$ cat config.mk
export PLATFORM = sky130hd
export DESIGN_NAME = dc_useq_flat
export DESIGN_NICKNAME = d
export VERILOG_FILES = /design/src/rtl/dc_useq_pkg.sv /design/src/rtl/dc_useq_if.sv /design/src/rtl/dc_ustack.sv /design/src/rtl/dc_useq.sv /design/src/flat_wrapper.sv
export SDC_FILE = /design/constraint.sdc
export NUM_CORES = 1
export LEC_CHECK = 0
export CAP_MARGIN = 10
export CORE_ASPECT_RATIO = 0.75
export CORE_MARGIN = 2
export CORE_UTILIZATION = 30
export CTS_CLUSTER_SIZE = 40
export DETAILED_ROUTE_END_ITERATION = 7
export PLACE_DENSITY = 0.6
export SLEW_MARGIN = 20
export SYNTH_ARGS = -nofsm -noshare
export SYNTH_HDL_FRONTEND = slang
export SYNTH_SLANG_ARGS = --single-unit
$ cat constraint.sdc
create_clock -name clk -period 2 [get_ports clk]
set_input_delay 0.6 -clock clk [delete_from_list [all_inputs] [get_ports clk]]
set_output_delay 0.6 -clock clk [all_outputs]
set_load 0.01 [all_outputs]
$ cat src/rtl/dc_useq_pkg.sv
// Shared definitions for the DC303 microsequencer: sequencer field opcodes
// and the run / map-wait state encoding.
package dc_useq_pkg;

  localparam logic [1:0] SEQ_NEXT = 2'b00;
  localparam logic [1:0] SEQ_MAP  = 2'b01;
  localparam logic [1:0] SEQ_CALL = 2'b10;
  localparam logic [1:0] SEQ_RET  = 2'b11;

  typedef enum logic [0:0] {
    RUN  = 1'b0,
    MAPW = 1'b1
  } useq_state_e;

endpackage

$ cat src/rtl/dc_useq_if.sv
// MicROM read port: the sequencer drives the address, the ROM returns the
// next-address field and the microword combinationally.
interface dc_useq_if;

  logic [9:0]  rom_a;
  logic [8:0]  rom_ma;
  logic [15:0] rom_mc;

  modport master (output rom_a, input rom_ma, input rom_mc);
  modport slave  (input rom_a, output rom_ma, output rom_mc);

endinterface

$ cat src/rtl/dc_ustack.sv
// Circular return-address LIFO. A push into a full stack overwrites the
// oldest entry; a pop from an empty stack is ignored.
module dc_ustack #(
  parameter int DEPTH = 2,
  parameter int W     = 9
) (
  input  logic         clk,
  input  logic         reset_n,
  input  logic         push,
  input  logic         pop,
  input  logic [W-1:0] din,
  output logic [W-1:0] top,
  output logic         full,
  output logic         empty
);

  localparam int PW = (DEPTH > 1) ? $clog2(DEPTH) : 1;
  localparam int CW = $clog2(DEPTH + 1);

  logic [W-1:0]  mem_r [DEPTH];
  logic [PW-1:0] wptr_r;
  logic [PW-1:0] wptr_inc_s;
  logic [PW-1:0] rptr_s;
  logic [CW-1:0] cnt_r;

  // Pointer arithmetic modulo DEPTH; the write pointer is one past the top.
  always_comb begin
    if (wptr_r == PW'(DEPTH - 1)) begin
      wptr_inc_s = {PW{1'b0}};
    end else begin
      wptr_inc_s = wptr_r + PW'(1);
    end
    if (wptr_r == {PW{1'b0}}) begin
      rptr_s = PW'(DEPTH - 1);
    end else begin
      rptr_s = wptr_r - PW'(1);
    end
  end

  assign top   = mem_r[rptr_s];
  assign full  = (cnt_r == CW'(DEPTH));
  assign empty = (cnt_r == {CW{1'b0}});

  // Storage, pointer and occupancy update.
  always_ff @(posedge clk or negedge reset_n) begin
    if (!reset_n) begin
      for (int i = 0; i < DEPTH; i++) begin
        mem_r[i] <= {W{1'b0}};
      end
      wptr_r <= {PW{1'b0}};
      cnt_r  <= {CW{1'b0}};
    end else if (push) begin
      mem_r[wptr_r] <= din;
      wptr_r        <= wptr_inc_s;
      if (!full) begin
        cnt_r <= cnt_r + CW'(1);
      end else begin
        cnt_r <= cnt_r;
      end
    end else if (pop && !empty) begin
      wptr_r <= rptr_s;
      cnt_r  <= cnt_r - CW'(1);
    end else begin
      wptr_r <= wptr_r;
      cnt_r  <= cnt_r;
    end
  end

endmodule

$ cat src/rtl/dc_useq.sv
// DC303 microsequencer: addresses the MicROM, registers the microword and
// chooses the next uPC from ROM link, PLA map, return stack or trap vector.
module dc_useq
  import dc_useq_pkg::*;
#(
  parameter logic [8:0] RESET_VEC   = 9'h080,
  parameter logic [8:0] TRAP_VEC    = 9'h0C0,
  parameter int         STACK_DEPTH = 2,
  parameter int         SEQ_LSB     = 14
) (
  input  logic             clk,
  input  logic             reset_n,
  dc_useq_if.master        rom,
  input  logic             ax,
  input  logic             stall,
  input  logic [6:0]       pla_addr,
  input  logic             pla_valid,
  input  logic             trap_req,
  output logic             trap_ack,
  output logic [15:0]      mc_out,
  output logic             mc_valid,
  output logic [8:0]       upc,
  output logic             stk_err
);

  useq_state_e state_r, state_nxt_s;
  logic [1:0]  op_s;
  logic [8:0]  upc_r, upc_nxt_s, upc_inc_s;
  logic [15:0] mc_r, mc_nxt_s;
  logic        valid_r, valid_nxt_s;
  logic        ack_r, ack_nxt_s;
  logic        err_r, err_nxt_s;
  logic        push_s, pop_s;
  logic [8:0]  stk_top_s;
  logic        stk_full_s, stk_empty_s;

  assign rom.rom_a = {ax, upc_r};
  assign op_s      = rom.rom_mc[SEQ_LSB +: 2];
  assign upc_inc_s = upc_r + 9'd1;

  dc_ustack #(
    .DEPTH (STACK_DEPTH),
    .W     (9)
  ) u_stack (
    .clk     (clk),
    .reset_n (reset_n),
    .push    (push_s),
    .pop     (pop_s),
    .din     (upc_inc_s),
    .top     (stk_top_s),
    .full    (stk_full_s),
    .empty   (stk_empty_s)
  );

  // State register.
  always_ff @(posedge clk or negedge reset_n) begin
    if (!reset_n) begin
      state_r <= RUN;
    end else begin
      state_r <= state_nxt_s;
    end
  end

  // Map wait is entered whenever a MAP word finds no valid PLA target.
  always_comb begin
    if (stall) begin
      state_nxt_s = state_r;
    end else if (trap_req) begin
      state_nxt_s = RUN;
    end else if ((op_s == SEQ_MAP) && !pla_valid) begin
      state_nxt_s = MAPW;
    end else begin
      state_nxt_s = RUN;
    end
  end

  // Next uPC, microword capture and stack control in priority order.
  always_comb begin
    upc_nxt_s   = upc_r;
    mc_nxt_s    = mc_r;
    valid_nxt_s = 1'b0;
    ack_nxt_s   = 1'b0;
    err_nxt_s   = err_r;
    push_s      = 1'b0;
    pop_s       = 1'b0;
    if (stall) begin
      valid_nxt_s = 1'b0;
    end else if (trap_req) begin
      mc_nxt_s    = rom.rom_mc;
      upc_nxt_s   = TRAP_VEC;
      valid_nxt_s = 1'b1;
      ack_nxt_s   = 1'b1;
    end else if ((op_s == SEQ_MAP) && !pla_valid) begin
      valid_nxt_s = 1'b0;
    end else begin
      mc_nxt_s    = rom.rom_mc;
      valid_nxt_s = 1'b1;
      case (op_s)
        SEQ_NEXT: upc_nxt_s = rom.rom_ma;
        SEQ_MAP:  upc_nxt_s = {2'b00, pla_addr};
        SEQ_CALL: begin
          push_s    = 1'b1;
          upc_nxt_s = rom.rom_ma;
          if (stk_full_s) begin
            err_nxt_s = 1'b1;
          end else begin
            err_nxt_s = err_r;
          end
        end
        SEQ_RET: begin
          if (stk_empty_s) begin
            upc_nxt_s = RESET_VEC;
            err_nxt_s = 1'b1;
          end else begin
            pop_s     = 1'b1;
            upc_nxt_s = stk_top_s;
          end
        end
        default: upc_nxt_s = rom.rom_ma;
      endcase
    end
  end

  // Registered sequencer outputs.
  always_ff @(posedge clk or negedge reset_n) begin
    if (!reset_n) begin
      upc_r   <= RESET_VEC;
      mc_r    <= 16'h0000;
      valid_r <= 1'b0;
      ack_r   <= 1'b0;
      err_r   <= 1'b0;
    end else begin
      upc_r   <= upc_nxt_s;
      mc_r    <= mc_nxt_s;
      valid_r <= valid_nxt_s;
      ack_r   <= ack_nxt_s;
      err_r   <= err_nxt_s;
    end
  end

  assign upc      = upc_r;
  assign mc_out   = mc_r;
  assign mc_valid = valid_r;
  assign trap_ack = ack_r;
  assign stk_err  = err_r;

endmodule

$ cat src/flat_wrapper.sv
// flat-port wrapper written by rule: the top's interface ports become plain ports
module dc_useq_flat import dc_useq_pkg::*;
#(
  parameter logic [8:0] RESET_VEC   = 9'h080,
  parameter logic [8:0] TRAP_VEC    = 9'h0C0,
  parameter int         STACK_DEPTH = 2,
  parameter int         SEQ_LSB     = 14
)
  (clk, reset_n, ax, stall, pla_addr, pla_valid, trap_req, trap_ack, mc_out, mc_valid, upc, stk_err, rom_rom_a, rom_rom_ma, rom_rom_mc);
  dc_useq_if rom_i ();
  input  logic clk;
  input  logic reset_n;
  input  logic ax;
  input  logic stall;
  input  logic [6:0] pla_addr;
  input  logic pla_valid;
  input  logic trap_req;
  output logic trap_ack;
  output logic [15:0] mc_out;
  output logic mc_valid;
  output logic [8:0] upc;
  output logic stk_err;
  output wire logic [$bits(rom_i.rom_a)-1:0] rom_rom_a;
  input wire logic [$bits(rom_i.rom_ma)-1:0] rom_rom_ma;
  input wire logic [$bits(rom_i.rom_mc)-1:0] rom_rom_mc;
  assign rom_rom_a = rom_i.rom_a;
  assign rom_i.rom_ma = rom_rom_ma;
  assign rom_i.rom_mc = rom_rom_mc;
  dc_useq #(.RESET_VEC(RESET_VEC), .TRAP_VEC(TRAP_VEC), .STACK_DEPTH(STACK_DEPTH), .SEQ_LSB(SEQ_LSB)) u_core (.clk(clk), .reset_n(reset_n), .rom(rom_i), .ax(ax), .stall(stall), .pla_addr(pla_addr), .pla_valid(pla_valid), .trap_req(trap_req), .trap_ack(trap_ack), .mc_out(mc_out), .mc_valid(mc_valid), .upc(upc), .stk_err(stk_err));
endmodule
# After elaboration in Yosys (flattened, before gate mapping)
# Index checks and enable logic that the tools add are counted.
# word_totals
register_bits	49
out_inout_bits	38
input_bits	38
word_cells	79
# classes
n_addsub	5
n_reduce_logical	13
n_eq_ne	8
muxes	36
order_cmp	3
n_bitwise	5
# ops
cell	count
9-bit 2-to-1 mux	7
16-bit 2-to-1 mux	2
9-bit case mux with 3 select lines	1
1-bit 2-to-1 mux	20
18-bit bitwise mux	1
9-bit by 1-bit adder with 9-bit output (second input constant)	1
9-bit demux with 1-bit select	1
2-bit == test (second input constant)	3
2-bit 2-to-1 mux	3
2-bit != test (second input constant)	3
6-bit AND reduction	1
2-bit >= comparator (second input constant)	2
2-bit logical NOT	2
1-bit inverter with 2-bit output	2
2-bit AND reduction	2
2-bit nonzero test	2
1-bit logical AND	3
1-bit inverter	3
2-bit by 1-bit adder with 2-bit output (second input constant)	1
2-bit by 1-bit == test with 1-bit output (second input constant)	1
1-bit logical NOT	2
2-bit by 1-bit < comparator with 1-bit output (second input constant)	1
2-bit by 1-bit != test with 1-bit output (second input constant)	1
1-bit case mux with 2 select lines	1
other kinds (4)	4

# Logic depth before layout (Yosys ltp)
# depth
word_depth	10
mapped_depth	5
ltp_nobuf	4

# Cells and area by module
# Synthesis repeated with hierarchy kept, for this count alone.
# hier_totals
hier_cells	200
hier_area_um2	2441.1
# by_module_without_submodules
module	cells_per_inst	instances	area_per_inst_um2	seq_area_each_um2
dc_useq	135	1	1516.5	701.9
dc_ustack	65	1	924.6	525.5

# Least setup slack after synthesis
# Ideal clock, no wire load.
# synth_timing
kind	input to register
startpoint	input port rom_rom_mc[14]
endpoint	register u_core.u_stack.mem_r[10] in the netlist's numbering
setup_ns	0.125
setup_slack_ns	0.105
t_arrival_ns	1.770
required_ns	1.875
n_path_buf	0
cell_stages	3
cell_sequence	or4b_4 -> nor2_1 -> mux2_2
# synth_between
elab_chain_len	5
word_cells_on_any_way	7
classes_between	eq/ne (2); mux (4); reduce/logical (1)
# synth_lines
element	line	source
start, declared	flat_wrapper.sv:25	input wire logic [$bits(rom_i.rom_mc)-1:0] rom_rom_mc;
2-bit == test or 2-bit by 1-bit == test with 1-bit output (tied branches)	-	
1-bit 2-to-1 mux or 1-bit logical AND (tied branches)	-	
1-bit 2-to-1 mux (*)	dc_useq.sv:93	end else if ((op_s == SEQ_MAP) && !pla_valid) begin
1-bit 2-to-1 mux (*)	dc_useq.sv:88	end else if (trap_req) begin
1-bit 2-to-1 mux (*)	dc_useq.sv:86	if (stall) begin
end signal, assigned by index	dc_ustack.sv:48	mem_r[i] <= {W{1'b0}};
end signal, assigned by index	dc_ustack.sv:53	mem_r[wptr_r] <= din;
end, declared	dc_ustack.sv:20	logic [W-1:0] mem_r [DEPTH];
# Mark *: on every way between the ends. The rest lies on a longest branch, timed or not.
# A chain may end at the register's enable or synchronous reset.

# Worst setup path after layout
# layout_timing
startpoint	input port rom_rom_mc[14]
endpoint	register u_core.mc_r[8] (netlist: u_core.mc_out[8])
# layout_between
elab_chain_len	4
# layout_lines
element	line	source
2-bit by 1-bit == test with 1-bit output	-	
1-bit logical AND	-	
2-bit != test (no source line)	-	
2-bit AND reduction (no source line)	-	
end signal, assigned	dc_useq.sv:134	mc_r <= mc_nxt_s;
end, declared	dc_useq.sv:29	logic [15:0] mc_r, mc_nxt_s;
# No other way between the ends.

==> flow_metrics.tcl <==
set metrics [dict create \
    ys.flop_type "dfrtp_1" \
    drive_above_1_share 0.282 \
    rsz0062_at_grt "no" \
    routed_wirelength_um 6280 \
    holdWs_ns 0.164 \
    synthTopCellsByCount "48 x dfrtp_1, 22 x mux2_2, 19 x a21oi_1" \
    post_drt_wl_per_cell_um 15.6 \
    hold_class "input port to async pin" \
    ant_nets 0 \
    async_flop_share 1.00 \
    run_status "finished clean" \
    clock_latency_ns 0.30 \
    initial_utilization 0.306 \
    yosysTopAreaCellShare 0.502 \
    clk_pin_slew_ns 0.09 \
    ff2ff_setup_slack_ns 0.24 \
    cts_tree "yes" \
    ys_seq_area_frac 0.513 \
    critPathCaptureType "flip-flop" \
    grt_pass1_vias 1948 \
    setup_violations 0 \
    dr.pass1.iters 4 \
    synth_cells 200 \
    fin_util 0.453 \
    power.leakage_nw 1.46 \
    dp_hpwl_um 4820 \
    synth_most_common_cell "dfrtp_1" \
    mappedNetlistArea_um2 2390 \
    die_x_um 107 \
    synth_edf_count 0 \
    yosysTopAreaCell "dfrtp_1" \
    rows 28 \
    die_h_um 81.4 \
    clockBufferDepth 2 \
    p_per_area_nw_per_um2 898 \
    antennaDiodeCount 0 \
    coreArea_um2 7810 \
    min_period_ns 1.98 \
    fmax_mhz 504 \
    holdBufCountCts 0 \
    synth_area_per_cell_um2 12.0 \
    synth_area_leaders "dfrtp_1 50%, mux2_2 10%, mux2_4 4.4%" \
    nets 336 \
    setup_tns_ns 0 \
    grt_pass1_wl_um 10100 \
    worstPathArrival_ns 2.16 \
    synth_nets 239 \
    ys_types 44 \
    fin_crit_sh 0.991 \
    grt_max_degree 25 \
    dr_total_vias 1958 \
    required_ns 2.18 \
    regArea_um2 1230 \
    synth-seq-cells 49 \
    hold_viol_final 0 \
    worstMarginPinSlew_ns 0.449 \
    grt-ovfl-total 0 \
    r2r-end "u_core.u_stack.mem_r[8]" \
    p_total_mw 3.18 \
    cts_root_buf "clkbuf_8" \
    finClkSkew_ns 0.00805 \
    grt_antenna_before_repair 0 \
    place.gp.congestion 0.867 \
    yosys_warnings 0 \
    multi_input_area_um2 1030 \
    fill_cells 740 \
    cts_made_buffers 5 \
    crit_fanout 16 \
    ios 76 \
    drt_iter0_drc 112 \
    remaining_drc_errors 0 \
    maxCapViolCount 0 \
    grt_usage 0.149 \
    r2r.worst_path.cells 4 \
    drv_slew 0 \
    area_delta_synth_final_pct 47.8 \
    htree_levels 2 \
    worstSetupPathType "input port to flip-flop" \
    fp.dieArea_um2 8720 \
    reg2reg_from "u_core.upc[0]" \
    via_per_inst 4.86 \
    start_kind "input port" \
    io_buffers 73 \
    cts.sinks 49 \
    ir_drop_mv 0.456 \
    relSlewSlack 0.697 \
]
metrics by stage:
step	cells	instance area, um2	worst slack [ns]
after CTS	400	3500	0.000988
after global routing	403	3540	0.00328
after floorplan	200	2390	0.105
after detailed placement	391	3390	-0.342
final	403	3540	0.0177
after global placement	391	3390	-0.311
critical path, cell delays in order:
cell and delay, ns:
clkdlybuf4s50_1 0.52, or4b_4 0.53, nand2_8 0.13, inv_8 0.07, mux2_4 0.30
repair_timing:
action	CTS	global route
gates resized for setup	7	3
pin swaps	0	2
setup buffers	1	3
setup endpoints to repair	14	10
worst max-delay path by stage:
stage,cells past startpoint,endpoint,slack (ns),start
3_5_place_dp,4,u_core.u_stack.mem_r[10],-0.34,rom_rom_mc[14]
6_report,5,u_core.mc_out[8],0.02,rom_rom_mc[14]
3_3_place_gp,4,u_core.u_stack.mem_r[10],-0.31,rom_rom_mc[14]
2_1_floorplan,3,u_core.u_stack.mem_r[10],0.10,rom_rom_mc[14]
4_1_cts,1,upc[7],0.001,u_core.upc[7]
5_1_grt,1,upc[4],0.003,u_core.upc[4]
sequential cells by signal, indices dropped and copies added (netlist names):
signal	cells
u_core.mc_valid	1
u_core.u_stack.mem_r	18
u_core.trap_ack	1
u_core.mc_out	16
u_core.u_stack.cnt_r	2
u_core.stk_err	1
u_core.u_stack.wptr_r	1
u_core.upc	9
report_power, final:
group	internal (mW)	switching (mW)
Clock	0.283	0.324
Combinational	0.653	0.470
Sequential	1.24	0.202
area by class of cell:
| cell class | count | share of cell area |
|---|---|---|
| inverter | 7 | 0.0106 |
| multi-input combinational | 127 | 0.290 |
| sequential | 49 | 0.348 |
| tap | 105 | 0.0371 |
| clock buffer | 8 | 0.0255 |
| timing repair buffer | 107 | 0.288 |
layer usage:
layer / up-vias / wire length, um / GRT usage
met3: 4 / 371 / 0.0433
met4: 0 / 29 / 0.0273
li1: 936 / - / -
met2: 48 / 2770 / 0.223
met5: - / 0 / 0
met1: 970 / 3110 / 0.216
cell families after synthesis:
| kind of cell | synth area share |
|---|---|
| xor gates and xnor gates | 0.0183 |
| adders and majority gates | 0.00523 |
| DFF | 0.513 |
| and+or+nand+nor | 0.0863 |
| muxes | 0.147 |
| AOI/OAI and AO/OA | 0.166 |
| buffers and inverters | 0.0638 |
placed cells by master (no fill, tap or decap), types with 3 or more instances in the layout:
cell type        instances
a222oi_1                 6
nand3_1                  3
nor2b_1                  3
mux2_4                   7
nand2_1                  4
buf_12                   3
buf_4                   31
mux2_2                  22
inv_1                    5
clkdlybuf4s50_1         70
xor2_1                   4
dfrtp_2                  4
clkbuf_8                 6
a21oi_1                 19
a31oi_1                 10
nor2_1                   4
o21ai_0                 11
o2bb2ai_1                5
or3_1                    3
dfrtp_1                 44
(Power assumes the default switching activity.)
